**config.mk**
```make
export PLATFORM = sky130hd
export DESIGN_NAME = failsafe_sequencer_flat
export DESIGN_NICKNAME = d
export VERILOG_FILES = /design/src/rtl/failsafe_if.sv /design/src/rtl/failsafe_sequencer.sv /design/src/flat_wrapper.sv
export SDC_FILE = /design/constraint.sdc
export NUM_CORES = 1
export LEC_CHECK = 0
export CORE_ASPECT_RATIO = 1.2
export CORE_MARGIN = 2
export CORE_UTILIZATION = 49
export CTS_CLUSTER_SIZE = 28
export DETAILED_ROUTE_END_ITERATION = 12
export HOLD_SLACK_MARGIN = 0.02
export PLACE_DENSITY = 0.75
export SYNTH_ARGS = -nofsm -noshare
export SYNTH_HDL_FRONTEND = slang
export SYNTH_SLANG_ARGS = --single-unit
```
**constraint.sdc**
```tcl
create_clock -name clk -period 1.9 [get_ports clk]
set_clock_uncertainty 0.1 [all_clocks]
set_input_delay 0.285 -clock clk [delete_from_list [all_inputs] [get_ports clk]]
set_output_delay 0.285 -clock clk [all_outputs]
set_load 0.01 [all_outputs]
```
**src/rtl/failsafe_if.sv**
```systemverilog
// Fault/lamp-override bundle between the conflict monitor, the failsafe
// sequencer and the lamp drivers.
interface failsafe_if #(
  parameter int CNT_W = 8
) ();
  logic             system_fault;
  logic             fault_clear;
  logic             force_all_red;
  logic             flash_out;
  logic             fsm_hold;
  logic             fsm_restart;
  logic             failsafe_active;
  logic [CNT_W-1:0] fault_count;

  modport master (
    output system_fault,
    output fault_clear,
    input  force_all_red,
    input  flash_out,
    input  fsm_hold,
    input  fsm_restart,
    input  failsafe_active,
    input  fault_count
  );

  modport slave (
    input  system_fault,
    input  fault_clear,
    output force_all_red,
    output flash_out,
    output fsm_hold,
    output fsm_restart,
    output failsafe_active,
    output fault_count
  );
endinterface

```
**src/rtl/failsafe_sequencer.sv**
```systemverilog
// Fault confirm, all-red clearance, flashing-red fallback and timed recovery.
// Optional FAILSAFE_AUTO_RECOVER_EN: leave FLASH after a fault-free run.
module failsafe_sequencer #(
  parameter int CONFIRM_CYCLES    = 2,
  parameter int ALL_RED_CYCLES    = 8,
  parameter int FLASH_HALF_PERIOD = 4,
  parameter int RECOVER_CYCLES    = 8,
  parameter int AUTO_CLEAR_CYCLES = 16,
  parameter int CNT_W             = 8
) (
  input logic       clk,
  input logic       rst_n,
  failsafe_if.slave bus
);

  localparam int MAXV = (1 << CNT_W) - 1;

  if (CONFIRM_CYCLES < 1 || CONFIRM_CYCLES > MAXV ||
      ALL_RED_CYCLES < 1 || ALL_RED_CYCLES > MAXV ||
      FLASH_HALF_PERIOD < 1 || FLASH_HALF_PERIOD > MAXV ||
      RECOVER_CYCLES < 1 || RECOVER_CYCLES > MAXV ||
      AUTO_CLEAR_CYCLES < 1 || AUTO_CLEAR_CYCLES > MAXV)
  begin : g_param_err
    $error("failsafe_sequencer: parameter out of range");
  end

  localparam logic [CNT_W-1:0] CF_LAST = CNT_W'(CONFIRM_CYCLES - 1);
  localparam logic [CNT_W-1:0] AR_LAST = CNT_W'(ALL_RED_CYCLES - 1);
  localparam logic [CNT_W-1:0] FL_LAST = CNT_W'(FLASH_HALF_PERIOD - 1);
  localparam logic [CNT_W-1:0] RC_LAST = CNT_W'(RECOVER_CYCLES - 1);

  typedef enum logic [2:0] {
    S_NORMAL,
    S_CONFIRM,
    S_ALL_RED,
    S_FLASH,
    S_RECOVER
  } state_t;

  state_t           state_q, state_d;
  logic [CNT_W-1:0] tmr_q, tmr_d;
  logic [CNT_W-1:0] cnt_q, cnt_d;
  logic             phase_q, phase_d;
  logic             bump;
  logic             leave_flash;

  logic             far_q, far_d;
  logic             flash_q, flash_d;
  logic             restart_q, restart_d;

  logic fault;
  logic clear;

  assign fault = bus.system_fault;
  assign clear = bus.fault_clear;

`ifdef FAILSAFE_AUTO_RECOVER_EN
  localparam logic [CNT_W-1:0] AC_LAST = CNT_W'(AUTO_CLEAR_CYCLES - 1);

  logic [CNT_W-1:0] run_q, run_d;
  logic             auto_done;

  // Fault-free run length, only meaningful while in FLASH.
  always_comb begin
    run_d     = '0;
    auto_done = 1'b0;
    if (state_q == S_FLASH && !fault) begin
      if (run_q == AC_LAST) auto_done = 1'b1;
      else                  run_d     = run_q + 1'b1;
    end
  end

  always_ff @(posedge clk or negedge rst_n) begin
    if (!rst_n) run_q <= '0;
    else        run_q <= run_d;
  end

  assign leave_flash = (clear && !fault) || auto_done;
`else
  assign leave_flash = clear && !fault;
`endif

  always_comb begin
    state_d = state_q;
    tmr_d   = tmr_q;
    phase_d = phase_q;
    bump    = 1'b0;
    unique case (state_q)
      S_NORMAL: begin
        if (fault) begin
          tmr_d = '0;
          if (CONFIRM_CYCLES == 1) begin
            state_d = S_ALL_RED;
            bump    = 1'b1;
          end else begin
            state_d = S_CONFIRM;
            tmr_d   = CNT_W'(1);
          end
        end
      end
      S_CONFIRM: begin
        if (!fault) begin
          state_d = S_NORMAL;
          tmr_d   = '0;
        end else if (tmr_q == CF_LAST) begin
          state_d = S_ALL_RED;
          tmr_d   = '0;
          bump    = 1'b1;
        end else begin
          tmr_d = tmr_q + 1'b1;
        end
      end
      S_ALL_RED: begin
        if (tmr_q == AR_LAST) begin
          state_d = S_FLASH;
          tmr_d   = '0;
          phase_d = 1'b1;
        end else begin
          tmr_d = tmr_q + 1'b1;
        end
      end
      S_FLASH: begin
        if (tmr_q == FL_LAST) begin
          tmr_d   = '0;
          phase_d = ~phase_q;
        end else begin
          tmr_d = tmr_q + 1'b1;
        end
        if (leave_flash) begin
          state_d = S_RECOVER;
          tmr_d   = '0;
          phase_d = 1'b0;
        end
      end
      S_RECOVER: begin
        // Relapse skips confirm filtering: the intersection is still unsafe.
        if (fault) begin
          state_d = S_ALL_RED;
          tmr_d   = '0;
          bump    = 1'b1;
        end else if (tmr_q == RC_LAST) begin
          state_d = S_NORMAL;
          tmr_d   = '0;
        end else begin
          tmr_d = tmr_q + 1'b1;
        end
      end
      default: begin
        state_d = S_NORMAL;
        tmr_d   = '0;
        phase_d = 1'b0;
      end
    endcase
  end

  always_comb begin
    cnt_d = cnt_q;
    if (bump && cnt_q != '1) cnt_d = cnt_q + 1'b1;
  end

  always_comb begin
    far_d     = 1'b0;
    flash_d   = 1'b0;
    restart_d = 1'b0;
    unique case (1'b1)
      state_d == S_ALL_RED: far_d = 1'b1;
      state_d == S_FLASH: begin
        far_d   = 1'b1;
        flash_d = phase_d;
      end
      state_d == S_RECOVER: far_d = 1'b1;
      state_d == S_NORMAL:
        restart_d = (state_q == S_RECOVER);
      default: far_d = 1'b0;
    endcase
  end

  always_ff @(posedge clk or negedge rst_n) begin
    if (!rst_n) begin
      state_q   <= S_NORMAL;
      tmr_q     <= '0;
      cnt_q     <= '0;
      phase_q   <= 1'b0;
      far_q     <= 1'b0;
      flash_q   <= 1'b0;
      restart_q <= 1'b0;
    end else begin
      state_q   <= state_d;
      tmr_q     <= tmr_d;
      cnt_q     <= cnt_d;
      phase_q   <= phase_d;
      far_q     <= far_d;
      flash_q   <= flash_d;
      restart_q <= restart_d;
    end
  end

  assign bus.force_all_red   = far_q;
  assign bus.fsm_hold        = far_q;
  assign bus.failsafe_active = far_q;
  assign bus.flash_out       = flash_q;
  assign bus.fsm_restart     = restart_q;
  assign bus.fault_count     = cnt_q;

endmodule

```
**src/flat_wrapper.sv**
```systemverilog
// flat-port wrapper written by rule: the top's interface ports become plain ports
module failsafe_sequencer_flat 
#(
  parameter int CONFIRM_CYCLES    = 2,
  parameter int ALL_RED_CYCLES    = 8,
  parameter int FLASH_HALF_PERIOD = 4,
  parameter int RECOVER_CYCLES    = 8,
  parameter int AUTO_CLEAR_CYCLES = 16,
  parameter int CNT_W             = 8
)
  (clk, rst_n, bus_system_fault, bus_fault_clear, bus_force_all_red, bus_flash_out, bus_fsm_hold, bus_fsm_restart, bus_failsafe_active, bus_fault_count);
  failsafe_if #(.CNT_W(CNT_W)) bus_i ();
  input logic clk;
  input logic rst_n;
  input wire logic [$bits(bus_i.system_fault)-1:0] bus_system_fault;
  input wire logic [$bits(bus_i.fault_clear)-1:0] bus_fault_clear;
  output wire logic [$bits(bus_i.force_all_red)-1:0] bus_force_all_red;
  output wire logic [$bits(bus_i.flash_out)-1:0] bus_flash_out;
  output wire logic [$bits(bus_i.fsm_hold)-1:0] bus_fsm_hold;
  output wire logic [$bits(bus_i.fsm_restart)-1:0] bus_fsm_restart;
  output wire logic [$bits(bus_i.failsafe_active)-1:0] bus_failsafe_active;
  output wire logic [$bits(bus_i.fault_count)-1:0] bus_fault_count;
  assign bus_i.system_fault = bus_system_fault;
  assign bus_i.fault_clear = bus_fault_clear;
  assign bus_force_all_red = bus_i.force_all_red;
  assign bus_flash_out = bus_i.flash_out;
  assign bus_fsm_hold = bus_i.fsm_hold;
  assign bus_fsm_restart = bus_i.fsm_restart;
  assign bus_failsafe_active = bus_i.failsafe_active;
  assign bus_fault_count = bus_i.fault_count;
  failsafe_sequencer #(.CONFIRM_CYCLES(CONFIRM_CYCLES), .ALL_RED_CYCLES(ALL_RED_CYCLES), .FLASH_HALF_PERIOD(FLASH_HALF_PERIOD), .RECOVER_CYCLES(RECOVER_CYCLES), .AUTO_CLEAR_CYCLES(AUTO_CLEAR_CYCLES), .CNT_W(CNT_W)) u_core (.clk(clk), .rst_n(rst_n), .bus(bus_i));
endmodule
```
==> flow_summary.ini <==
[synthesis]
synth_seq_area_share_pct = 42.3
avgSynthCellArea_um2 = 10.1
ys_types = 48
syn_area_um2 = 1360
synth_area_leaders = dfrtp_1 42%, xnor2_1 5.2%, nand2_1 4.7%, buf_4 3.3%, ha_1 2.8%
ys_seq_elements = 23
synth_top_area_share_pct = 42.3
ys_warn_count = 0
netlist_instances = 134
synth_nets = 141
yosysTopAreaCell = dfrtp_1

[cells_and_area]
post-route-util_pct = 77.4
diodes = 0
nFillCells = 164
drive_gt1_share_pct = 41.8
instances_no_fill = 222
synthToLayoutAreaGrowth_pct = 46.6
fin_nets = 197

[timing]
timing.final.ws_setup_ns = -0.0646
finalSetupViolations = 7
fin_crit_ns = 1.96
fmax_mhz = 509
worstMarginPinSlew_ns = 0.300
hold_ws_ns = 0.209
rsz0062_at_grt = yes
period_share_pct = 103
final_hold_viol_count = 0
maxSlewViolCount = 0
maxSlewHeadroom_pct = 79.8
finalSetupTns_ns = -0.241

[route]
drc = 0
wl_per_cell_um = 15.7
first_pass_iters = 4
vias_per_cell = 5.54
vias = 1229
drt-initial-drc-count = 55
wirelength_um = 3490
ant_nets = 0

[place]
place_hpwl_um = 2370
place_ws_ns = -0.132
dp_cells = 214
portBuffers = 16
gp_congestion = 0.818

[worst_setup_path]
critPathRequiredTime_ns = 2.00
critPathArrivalTime_ns = 2.07
reg2reg_depth = 7
crit_path_end_kind = flop
r2r-end = u_core.tmr_q[3]$_DFFE_PN0P_
r2r-start = u_core.tmr_q[0]$_DFFE_PN0P_
r2r_slack_ns = -0.06
start_kind = flop
path_class = flop to flop
cp_slowest_cell = dfrtp_1
cp_max_fo = 5
cpPeakStageDelay_ns = 0.43
path_cells = ha_2 -> or3b_4 -> nor2_4 -> a311oi_2 -> buf_4 -> o21ai_1 -> o211ai_1

[clock_tree]
root_buffer = clkbuf_4
clk_latency_ns = 0.32
cts_max_path_buffers = 2
cts-buffers-inserted = 3
cts_max_level = 1
cts_tree = built
hold_buffers = 0
clkSinkCount = 23
clk_pin_slew_ns = 0.13

[power]
p_int_uw = 1320
net-switching-power_uw = 855
seqPwrFrac_pct = 33.3
swShare_pct = 39.3
comb_power_share_pct = 55.9
power_density_nw_per_um2 = 1090
pwr-share-clk_pct = 10.8
ir_worst_vdd_mv = 0.858
p_leak_uw = 0.000859

[grt]
grt_pass1_vias = 1230
grt_remaining_overflow = 0
grt_pass1_wl_um = 5340
grt_usage_pct = 22.2
antenna_found_initial = 0
grt_max_degree = 24

[status]
violations = negative setup slack
status = finished, violations left

[worst_hold_path]
hp-class = input pin to async pin

[die]
coreArea_um2 = 2580
die_area_um2 = 3210
fp.dieW_um = 52.1
ioPinCount = 17
chipHeight_um = 61.7
start_util_pct = 52.8
num_rows = 20

[flow_run]
maxCapViolCount = 0
[synth_stat cells, drive strengths merged]
cell / number
a211oi: 3
and2: 1
nand3: 3
nor3: 2
or4: 1
a2bb2oi: 1
nand2: 17
o21bai: 1
xor2: 2
a21oi: 5
or3b: 2
clkbuf: 1
nand4bb: 1
o21a: 1
or2: 1
nor2: 6
and4: 1
nor3b: 4
or3: 1
mux2: 1
nor2b: 2
ha: 3
and3: 2
nand3b: 2
a21o: 1
o21ai: 10
a311oi: 2
xnor2: 8
o22a: 1
o22ai: 1
buf: 7
nor4b: 2
o211ai: 2
nand4: 4
inv: 2
and3b: 1
o41ai: 1
o221ai: 1
nand2b: 1
nor4: 3
dfrtp: 23
[power groups by stage]
| stage | Combinational [uW] | Sequential (uW) | Clock [uW] |
|---|---|---|---|
| 2_1_floorplan | 555 | 713 | 0 |
| 3_3_place_gp | 995 | 711 | 0 |
| 3_5_place_dp | 1030 | 720 | 0 |
| 4_1_cts | 1100 | 715 | 240 |
| 5_1_grt | 1310 | 741 | 261 |
| 6_report | 1220 | 725 | 234 |
[through the flow]
stage                     total power, uW  cell area (um2)
after floorplan                      1270             1360
after CTS                            2050             1900
after detailed placement             1750             1790
final                                2180             1990
after global placement               1710             1790
after global routing                 2320             1990
[worst max-delay path, delay by kind of cell, from the launching register on]
kind	cells	cell delay, ns
adders and majority gates	1	0.20
and+or+nand+nor	2	0.57
AOI/OAI and AO/OA	3	0.36
buffers and inverters	1	0.18
DFF	1	0.43
[how the worst max path moves through the flow]
stage,from,to,slack (ns),depth (start not counted)
2_1_floorplan,u_core.tmr_q[3]$_DFFE_PN0P_,u_core.bus.flash_out$_DFF_PN0_,0.003,4
3_3_place_gp,bus_system_fault,u_core.bus.fault_count[1]$_DFFE_PN0P_,-0.1,4
5_1_grt,u_core.tmr_q[0]$_DFFE_PN0P_,u_core.tmr_q[6]$_DFFE_PN0P_,-0.16,7
6_report,u_core.tmr_q[0]$_DFFE_PN0P_,u_core.tmr_q[3]$_DFFE_PN0P_,-0.06,7
3_5_place_dp,bus_system_fault,u_core.bus.fault_count[1]$_DFFE_PN0P_,-0.13,4
4_1_cts,u_core.tmr_q[6]$_DFFE_PN0P_,u_core.bus.flash_out$_DFF_PN0_,-0.06,4
[registers in the layout, summed over array words and instances (netlist names)]
name	cells
u_core.bus.fault_count	8
u_core.bus.failsafe_active	1
u_core.tmr_q	8
u_core.state_q	3
u_core.bus.fsm_restart	1
u_core.bus.flash_out	1
u_core.phase_q	1
[metal layers]
metal | wire length, um | track usage (%) | vias to the layer above | part of all wire (%)
met2 | 1850 | 41.2 | 30 | 53
met5 | 0 | 0 | - | 0
met4 | 89 | 6.77 | 0 | 2.6
met3 | 120 | 2.63 | 10 | 3.4
li1 | - | - | 603 | -
met1 | 1420 | 27.0 | 586 | 41
[layout make-up]
type                       instances  area [um2]  share of cell area (%)
clock buffer                       4        26.3                    1.32
inverter                           2        7.51                   0.376
multi-input combinational        101         853                    42.8
sequential                        23         576                    28.9
tap                               33        41.3                    2.07
timing repair buffer              59         490                    24.6
[cell usage in the layout (no fill, tap or decap), types with 4 or more instances in the layout]
cell and count:
clkdlybuf4s50_1 16, o21ai_2 4, dfrtp_1 23, nand2_1 16, xnor2_1 7, nand4_1 4
buf_4 41, nor2_1 5
[cells by family (layout without fill, tap and decap cells)]
kind of cell,Yosys count,after routing,synth area share (%)
buf+inv,10,65,4.97
flops,23,23,42.3
compound gates,30,30,17.5
simple gates,57,57,25.2
mux,1,1,0.828
fa+ha+maj,3,3,2.76
xor+xnor,10,10,6.44
[repair_timing]
item	CTS	global route
pin swaps	5	11
gates resized for setup	13	18
buffers inserted	2	2
setup endpoints to repair	18	18
(Power assumes the default switching activity.)
